$ cat src/rtl/uart_tx_ctrl_pkg.sv
// Shared encodings for the UART transmit path: FSM states, parity select
// values and line levels.
package uart_tx_pkg;

    typedef enum logic [2:0] {
        IDLE   = 3'd0,
        START  = 3'd1,
        DATA   = 3'd2,
        PARITY = 3'd3,
        STOP   = 3'd4
    } tx_state_e;

    localparam logic PAR_EVEN  = 1'b0;
    localparam logic PAR_ODD   = 1'b1;

    localparam logic IDLE_BIT  = 1'b1;
    localparam logic START_BIT = 1'b0;
    localparam logic STOP_BIT  = 1'b1;

endpackage

$ cat src/rtl/uart_tx_ctrl_if.sv
// Byte request, serializer link and line outputs of the UART TX controller.
// The controller is the slave; the host/serializer side is the master.
interface uart_tx_ctrl_if #(
    parameter int DATA_WIDTH = 8
);
    logic [DATA_WIDTH-1:0] P_DATA;
    logic                  Data_Valid;
    logic                  PAR_EN;
    logic                  PAR_TYP;
    logic                  ser_data;
    logic                  ser_done;
    logic                  ser_en;
    logic [DATA_WIDTH-1:0] ser_p_data;
    logic                  TX_OUT;
    logic                  Busy;

    modport master (
        output P_DATA, Data_Valid, PAR_EN, PAR_TYP, ser_data, ser_done,
        input  ser_en, ser_p_data, TX_OUT, Busy
    );

    modport slave (
        input  P_DATA, Data_Valid, PAR_EN, PAR_TYP, ser_data, ser_done,
        output ser_en, ser_p_data, TX_OUT, Busy
    );
endinterface

$ cat src/rtl/uart_tx_ctrl_parity_calc.sv
// Combinational parity generator over a data word; even = XOR-reduce,
// odd = inverted XOR-reduce. Shared with the RX checker.
module parity_calc
    import uart_tx_pkg::*;
#(
    parameter int DATA_WIDTH = 8
) (
    input  logic [DATA_WIDTH-1:0] data_i,
    input  logic                  par_typ_i,
    output logic                  par_bit_o
);

    always_comb begin
        par_bit_o = ^data_i;
        if (par_typ_i == PAR_ODD) begin
            par_bit_o = ~(^data_i);
        end
    end

endmodule

$ cat src/rtl/uart_tx_ctrl.sv
// UART TX controller: latches a byte and frame options, sequences the
// serializer and drives a registered start/data/parity/stop line with Busy.
module uart_tx_ctrl
    import uart_tx_pkg::*;
#(
    parameter int DATA_WIDTH = 8
) (
    input  logic           CLK,
    input  logic           rst,
    uart_tx_ctrl_if.slave  bus
);

    localparam int                CNT_W   = $clog2(DATA_WIDTH + 2);
    localparam logic [CNT_W-1:0]  WD_LAST = CNT_W'(DATA_WIDTH);

    tx_state_e             state_q, state_d;
    logic [DATA_WIDTH-1:0] data_q, data_d;
    logic                  par_en_q, par_en_d;
    logic                  par_typ_q, par_typ_d;
    logic [CNT_W-1:0]      cnt_q, cnt_d;
    logic                  tx_q, tx_d;
    logic                  busy_q, busy_d;
    logic                  par_bit;

    parity_calc #(
        .DATA_WIDTH (DATA_WIDTH)
    ) u_parity (
        .data_i    (data_q),
        .par_typ_i (par_typ_q),
        .par_bit_o (par_bit)
    );

    always_comb begin
        state_d   = state_q;
        data_d    = data_q;
        par_en_d  = par_en_q;
        par_typ_d = par_typ_q;
        cnt_d     = cnt_q;
        case (state_q)
            IDLE: begin
                if (bus.Data_Valid) begin
                    data_d    = bus.P_DATA;
                    par_en_d  = bus.PAR_EN;
                    par_typ_d = bus.PAR_TYP;
                    state_d   = START;
                end
            end
            START: begin
                cnt_d   = '0;
                state_d = DATA;
            end
            DATA: begin
                // Watchdog: one grace cycle past the nominal data length, then
                // abandon the frame so the line cannot hang low.
                if (bus.ser_done) begin
                    state_d = par_en_q ? PARITY : STOP;
                end else if (cnt_q == WD_LAST) begin
                    state_d = STOP;
                end else begin
                    cnt_d = cnt_q + CNT_W'(1);
                end
            end
            PARITY: state_d = STOP;
            STOP: begin
                if (bus.Data_Valid) begin
                    data_d    = bus.P_DATA;
                    par_en_d  = bus.PAR_EN;
                    par_typ_d = bus.PAR_TYP;
                    state_d   = START;
                end else begin
                    state_d = IDLE;
                end
            end
            default: state_d = IDLE;
        endcase
    end

    // Line mux follows the current state; the flop adds one cycle of lag.
    always_comb begin
        tx_d = IDLE_BIT;
        case (state_q)
            START:   tx_d = START_BIT;
            DATA:    tx_d = bus.ser_data;
            PARITY:  tx_d = par_bit;
            STOP:    tx_d = STOP_BIT;
            default: tx_d = IDLE_BIT;
        endcase
        busy_d = (state_q != IDLE);
    end

    always_ff @(posedge CLK or negedge rst) begin
        if (!rst) begin
            state_q   <= IDLE;
            data_q    <= '0;
            par_en_q  <= 1'b0;
            par_typ_q <= 1'b0;
            cnt_q     <= '0;
            tx_q      <= IDLE_BIT;
            busy_q    <= 1'b0;
        end else begin
            state_q   <= state_d;
            data_q    <= data_d;
            par_en_q  <= par_en_d;
            par_typ_q <= par_typ_d;
            cnt_q     <= cnt_d;
            tx_q      <= tx_d;
            busy_q    <= busy_d;
        end
    end

    assign bus.ser_en     = (state_q == START) || (state_q == DATA);
    assign bus.ser_p_data = data_q;
    assign bus.TX_OUT     = tx_q;
    assign bus.Busy       = busy_q;

endmodule

$ cat src/flat_wrapper.sv
// flat-port wrapper written by rule: the top's interface ports become plain ports
module uart_tx_ctrl_flat import uart_tx_pkg::*;
#(
    parameter int DATA_WIDTH = 8
)
  (CLK, rst, bus_P_DATA, bus_Data_Valid, bus_PAR_EN, bus_PAR_TYP, bus_ser_data, bus_ser_done, bus_ser_en, bus_ser_p_data, bus_TX_OUT, bus_Busy);
  uart_tx_ctrl_if #(.DATA_WIDTH(DATA_WIDTH)) bus_i ();
  input  logic CLK;
  input  logic rst;
  input wire logic [$bits(bus_i.P_DATA)-1:0] bus_P_DATA;
  input wire logic [$bits(bus_i.Data_Valid)-1:0] bus_Data_Valid;
  input wire logic [$bits(bus_i.PAR_EN)-1:0] bus_PAR_EN;
  input wire logic [$bits(bus_i.PAR_TYP)-1:0] bus_PAR_TYP;
  input wire logic [$bits(bus_i.ser_data)-1:0] bus_ser_data;
  input wire logic [$bits(bus_i.ser_done)-1:0] bus_ser_done;
  output wire logic [$bits(bus_i.ser_en)-1:0] bus_ser_en;
  output wire logic [$bits(bus_i.ser_p_data)-1:0] bus_ser_p_data;
  output wire logic [$bits(bus_i.TX_OUT)-1:0] bus_TX_OUT;
  output wire logic [$bits(bus_i.Busy)-1:0] bus_Busy;
  assign bus_i.P_DATA = bus_P_DATA;
  assign bus_i.Data_Valid = bus_Data_Valid;
  assign bus_i.PAR_EN = bus_PAR_EN;
  assign bus_i.PAR_TYP = bus_PAR_TYP;
  assign bus_i.ser_data = bus_ser_data;
  assign bus_i.ser_done = bus_ser_done;
  assign bus_ser_en = bus_i.ser_en;
  assign bus_ser_p_data = bus_i.ser_p_data;
  assign bus_TX_OUT = bus_i.TX_OUT;
  assign bus_Busy = bus_i.Busy;
  uart_tx_ctrl #(.DATA_WIDTH(DATA_WIDTH)) u_core (.CLK(CLK), .rst(rst), .bus(bus_i));
endmodule
$ cat config.mk
export PLATFORM = sky130hd
export DESIGN_NAME = uart_tx_ctrl_flat
export DESIGN_NICKNAME = d
export VERILOG_FILES = /design/src/rtl/uart_tx_ctrl_pkg.sv /design/src/rtl/uart_tx_ctrl_if.sv /design/src/rtl/uart_tx_ctrl_parity_calc.sv /design/src/rtl/uart_tx_ctrl.sv /design/src/flat_wrapper.sv
export SDC_FILE = /design/constraint.sdc
export NUM_CORES = 1
export LEC_CHECK = 0
export CORE_ASPECT_RATIO = 0.9
export CORE_MARGIN = 3
export CORE_UTILIZATION = 47
export CTS_CLUSTER_SIZE = 28
export DETAILED_ROUTE_END_ITERATION = 16
export PLACE_DENSITY = 0.77
export RECOVER_POWER = 50
export SETUP_SLACK_MARGIN = 0.05
export SLEW_MARGIN = 20
export SYNTH_ARGS = -nofsm -noshare
export SYNTH_HDL_FRONTEND = slang
export SYNTH_HIERARCHICAL = 1
export SYNTH_SLANG_ARGS = --single-unit
$ cat constraint.sdc
create_clock -name CLK -period 2.2 [get_ports CLK]
set_clock_uncertainty 0.15 [all_clocks]
set_input_delay 0.44 -clock CLK [delete_from_list [all_inputs] [get_ports CLK]]
set_output_delay 0.44 -clock CLK [all_outputs]
set_load 0.05 [all_outputs]
Yosys cells after proc, flatten, opt, wreduce, memory -nomap -nowiden
Index checks and enable logic that the tools add are counted.
{ "totals": {"in_bits": 15, "word_cells": 38, "register_bits": 19, "output_inout_bits": 11} }
{ "op_classes": {"eq_ne": 9, "add_sub_neg": 1, "mux": 11, "reduce_logical": 9, "n_bitwise": 1} }
{ "ops": {"columns": ["cell", "n"], "rows": [
  ["one-hot mux 3 bit (5 select lines)", 1],
  ["two-way mux 3 bit", 4],
  ["two-way mux 4 bit", 2],
  ["one-hot mux 4 bit (2 select lines)", 1],
  ["parity 8 bit", 1],
  ["== test 3 x 2 -> 1 bit (second input constant)", 2],
  ["!= test 2 bit (second input constant)", 3],
  ["adder 4 x 1 -> 4 bit (second input constant)", 1],
  ["== test 4 bit (second input constant)", 1],
  ["AND reduction 2 bit", 2],
  ["== test 3 x 1 -> 1 bit (second input constant)", 1],
  ["== test 3 bit (second input constant)", 1],
  ["logical NOT 3 bit", 1],
  ["!= test 3 x 2 -> 1 bit (second input constant)", 1],
  ["one-hot mux 1 bit (3 select lines)", 1],
  ["AND reduction 3 bit", 1],
  ["nonzero test 3 bit", 1],
  ["two-way mux 1 bit", 2],
  ["nonzero test 2 bit", 1],
  ["OR reduction 2 bit", 1],
  ["logical OR 1 bit", 1],
  ["inverter 1 bit", 1]
]} }

Longest topological paths before layout
{ "logic_depth": {"word_depth": 4, "mapped_depth": 5, "mapped_depth_nobuf": 5} }

Hierarchy
The synthesis kept the hierarchy.
{ "by_module_without_submodules": {"columns": ["module", "n_inst", "seq_area_each_um2", "area_per_inst_um2", "cells_per_inst"], "rows": [
  ["uart_tx_ctrl", 1, 476.7, 899.6, 77],
  ["parity_calc", 1, 0.0, 82.6, 7]
]} }

Least setup slack after synthesis
No wires, ideal clock.
{ "synth_timing": {"path_kind": "reg-to-output", "start": "reg u_core.state_q[0]", "end": "out bus_ser_en", "n_path_buf": 1, "setup_slack_ns": 0.096, "required_ns": 1.610, "t_arrival_ns": 1.514, "stages_incl_launch_ff": 4, "cell_sequence": "dfrtp_1 -> clkbuf_1 -> nand2_1 -> a21oi_1"} }
{ "synth_via": {"elab_chain_cells": 2, "elab_cells_between_ends": 3, "cone_classes": "eq/ne: 2; reduce/logical: 1"} }
{ "synth_lines": {"columns": ["element", "line", "rtl"], "rows": [
  ["start, declared", "uart_tx_ctrl.sv:16", "tx_state_e state_q, state_d;"],
  ["start signal, assigned", "uart_tx_ctrl.sv:101", "state_q <= state_d;"],
  ["== test 3 x 1 -> 1 bit / == test 3 x 2 -> 1 bit (equally long branches)", "uart_tx_ctrl.sv:111", "assign bus.ser_en = (state_q == START) || (state_q == DATA);"],
  ["logical OR 1 bit (*)", "uart_tx_ctrl.sv:111", null],
  ["end, declared", "flat_wrapper.sv:16", "output wire logic [$bits(bus_i.ser_en)-1:0] bus_ser_en;"]
]} }
Every way passes the cells marked *; elsewhere a longest branch is shown, timed or not.

Final worst setup path
{ "layout_timing": {"start": "reg u_core.data_q[6] (netlist: u_core/bus.ser_p_data[6])", "end": "out bus_ser_p_data[6]"} }
{ "layout_rtl": {"columns": ["element", "line", "rtl"], "rows": [
  ["start, declared", "uart_tx_ctrl.sv:17", "logic [DATA_WIDTH-1:0] data_q, data_d;"],
  ["start signal, assigned", "uart_tx_ctrl.sv:102", "data_q <= data_d;"],
  ["end, declared", "flat_wrapper.sv:17", "output wire logic [$bits(bus_i.ser_p_data)-1:0] bus_ser_p_data;"]
]} }
No word-level cell between the ends.

==> flow_metrics.py <==
metrics = {
    "setup_path": {
        "crit_type": "reg -> out",
        "reg2reg_slack_ns": 0.34,
        "path_buf_inv": 1,
        "cp.required_ns": 1.61,
        "path_max_fanout": 3,
        "crit_path_end_kind": "output pin",
        "slowest_delay_ns": 0.81,
        "cpMaxStageDelayCell": "clkdlybuf4s50_1",
        "crit_chain": "clkdlybuf4s50_1",
        "cp-start-kind": "flip-flop",
        "cp.arrival_ns": 1.50,
        "crit_family": "buffers and inverters",
    },
    "power_and_ir_drop": {
        "power_switching_w": 0.00101,
        "p_clk_share_pct": 7.8,
        "sw_frac_of_total_pct": 45.8,
        "internal-power_w": 0.00119,
        "ir_drop_mv": 1.14,
        "pwr-share-comb_pct": 59.3,
        "sequentialPowerShare_pct": 32.9,
        "p_leak_nw": 0.605,
        "powerDensity_nw_per_um2": 1690,
    },
    "clock_network": {
        "htree_levels": 1,
        "cts_buffers": 3,
        "tritoncts": "yes",
        "cts_buffer_depth": 2,
        "post_cts_buffers": 0,
        "cts_resized": 0,
        "cts.sinks": 19,
        "clk_pin_slew_ns": 0.11,
        "cts-root-buf": "clkbuf_4",
        "clk_latency_ns": 0.30,
        "cts_hold_buf": 0,
    },
    "logic_synthesis": {
        "synth_edf_count": 0,
        "synth_top_area_share_pct": 45.9,
        "seq_area_frac_synth_pct": 48.5,
        "ys_ff_latch": 19,
        "synth_cell_type_count": 39,
        "synthTopCellsByArea": "dfrtp_1 46%, mux2_1 11%, xnor2_1 3.6%, dfstp_2 2.7%, ha_1 2.5%",
        "yosysWarnings": 6,
        "synthFlopType": "dfrtp_1",
        "synth_top_area_cell": "dfrtp_1",
        "synth_nets": 101,
        "syn_inst": 84,
        "postSynth.asyncResetShare_pct": 100,
        "syn_area_um2": 982,
        "synth.avg_cell_area_um2": 11.7,
    },
    "die": {
        "die_x_um": 54.2,
        "die-area_um2": 2670,
        "rows": 15,
        "core_um2": 1950,
        "ios": 26,
        "die_h_um": 49.4,
        "start_util_pct": 50.3,
    },
    "timing": {
        "max_freq_mhz": 478,
        "hold_viol": 0,
        "worst_pin_slew_ns": 0.993,
        "fin_crit_ns": 2.09,
        "period_share_pct": 95.2,
        "grt_setup_unrepaired": "yes",
        "setup_tns_ns": 0,
        "final-max-slew-violation-count": 0,
        "relSlewSlack_pct": 33.8,
        "setup_violations": 0,
        "worst_hold_slack_ns": 0.370,
    },
    "finish": {
        "multi_input_comb_area_um2": 467,
        "regArea_um2": 478,
        "antenna_cells": 0,
        "syn_to_final_growth_pct": 32.5,
        "postLayoutCoreUtil_pct": 66.7,
        "drive_gt1_share_pct": 8.18,
        "nets": 128,
        "nFillCells": 150,
    },
    "min_path": {
        "hold_path.class": "reg -> reg",
    },
    "routing": {
        "viasPerCell": 5.39,
        "drtIter0Drc": 16,
        "antenna_left": 0,
        "post_drt_wl_per_cell_um": 15.1,
        "wirelength_um": 2040,
        "num_vias": 727,
        "first_pass_iters": 4,
        "drc": 0,
    },
    "outcome": {
        "outcome": "finished clean",
    },
    "global_routing": {
        "grt_pass1_wl_um": 3320,
        "antenna_found_initial": 0,
        "grt_pass1_vias": 713,
        "grt_max_degree": 20,
        "grt_overflow": 0,
        "grtUsageTotal_pct": 17.1,
    },
    "flow_run": {
        "drv_cap": 0,
    },
    "placed_design": {
        "gp_congestion": 0.905,
        "dpl.hpwl_um": 1520,
        "place.port_buffers": 25,
    },
}
[area by class of cell]
class                           count  area share, %
Clock buffer                        3           1.73
Clock inverter                      1          0.385
Inverter                            5           1.44
Multi-Input combinational cell     56           35.9
Sequential cell                    19           36.7
Tap cell                           25           2.40
Timing Repair Buffer               26           21.4
[flip-flops by register name, indices dropped and copies added (netlist names)]
register / cells
u_core/cnt_q: 4
u_core/bus.TX_OUT: 1
u_core/bus.ser_p_data: 8
u_core/par_en_q: 1
u_core/state_q: 3
u_core/par_typ_q: 1
u_core/bus.Busy: 1
[kinds of logic after synthesis]
family / after synthesis / share of synthesized area (%)
and+or+nand+nor: 21 / 12.9
DFF: 19 / 48.5
AOI/OAI and AO/OA: 15 / 11.2
muxes: 11 / 12.5
buffers and inverters: 9 / 3.95
xor gates and xnor gates: 7 / 8.41
adders and majority gates: 2 / 2.55
[routing by layer]
metal  global-route usage, %  part of all wire (%)  vias to the layer above
met1                    21.5                    43                      343
met5                       0                     0                        -
li1                        -                     -                      357
met4                    3.73                     0                        0
met3                    6.12                   8.1                        0
met2                    27.5                    49                       27
[synth_stat cells, types with 2 or more instances]
| cell type | number |
|---|---|
| clkbuf_1 | 2 |
| nor2_1 | 4 |
| mux2_1 | 10 |
| a41oi_1 | 2 |
| dfrtp_1 | 18 |
| and2_1 | 2 |
| ha_1 | 2 |
| o211ai_1 | 2 |
| nor2b_1 | 2 |
| a21oi_1 | 2 |
| xnor2_1 | 4 |
| nand3_1 | 2 |
| inv_1 | 5 |
| o2bb2ai_1 | 2 |
[power groups by stage]
stage / Clock, W / Combinational, W / Sequential (W)
after floorplan: 0 / 0.000674 / 0.000972
after global placement: 0 / 0.00129 / 0.000711
after detailed placement: 0 / 0.00132 / 0.000723
after CTS: 0.000180 / 0.00132 / 0.000717
after global routing: 0.000199 / 0.00139 / 0.000745
final: 0.000171 / 0.00130 / 0.000722
[metrics by stage]
stage / area, µm² / instances / setup slack, ns / total power (W)
floorplan: 982 / 84 / 0.0959 / 0.00165
global placement: 1260 / 131 / 0.195 / 0.00200
detailed placement: 1260 / 131 / 0.173 / 0.00204
CTS: 1290 / 135 / 0.0543 / 0.00222
global route: 1300 / 135 / 0.0372 / 0.00234
finish: 1300 / 135 / 0.107 / 0.00219
[final timing paths]
kind | startpoint | endpoint | cells past startpoint
hold / removal | u_core/par_typ_q | u_core/par_typ_q | 1
max in group asynchronous | rst | u_core/state_q[0] | 2
setup / recovery | u_core/bus.ser_p_data[6] | bus_ser_p_data[6] | 1
min in group asynchronous | rst | u_core/bus.ser_p_data[6] | 2
setup reg to reg | u_core/state_q[1] | u_core/bus.ser_p_data[2] | 3
hold reg to reg | u_core/par_typ_q | u_core/par_typ_q | 1
[cells in the final DEF (no fill, tap or decap), types with 3 or more instances in the layout]
master,count
dfrtp_1,17
clkdlybuf4s50_1,15
mux2_1,10
dlymetal6s2s_1,7
inv_1,5
nor2_1,4
xnor2_1,4
clkbuf_4,3
No activity file was read; power rests on OpenSTA's default activity.
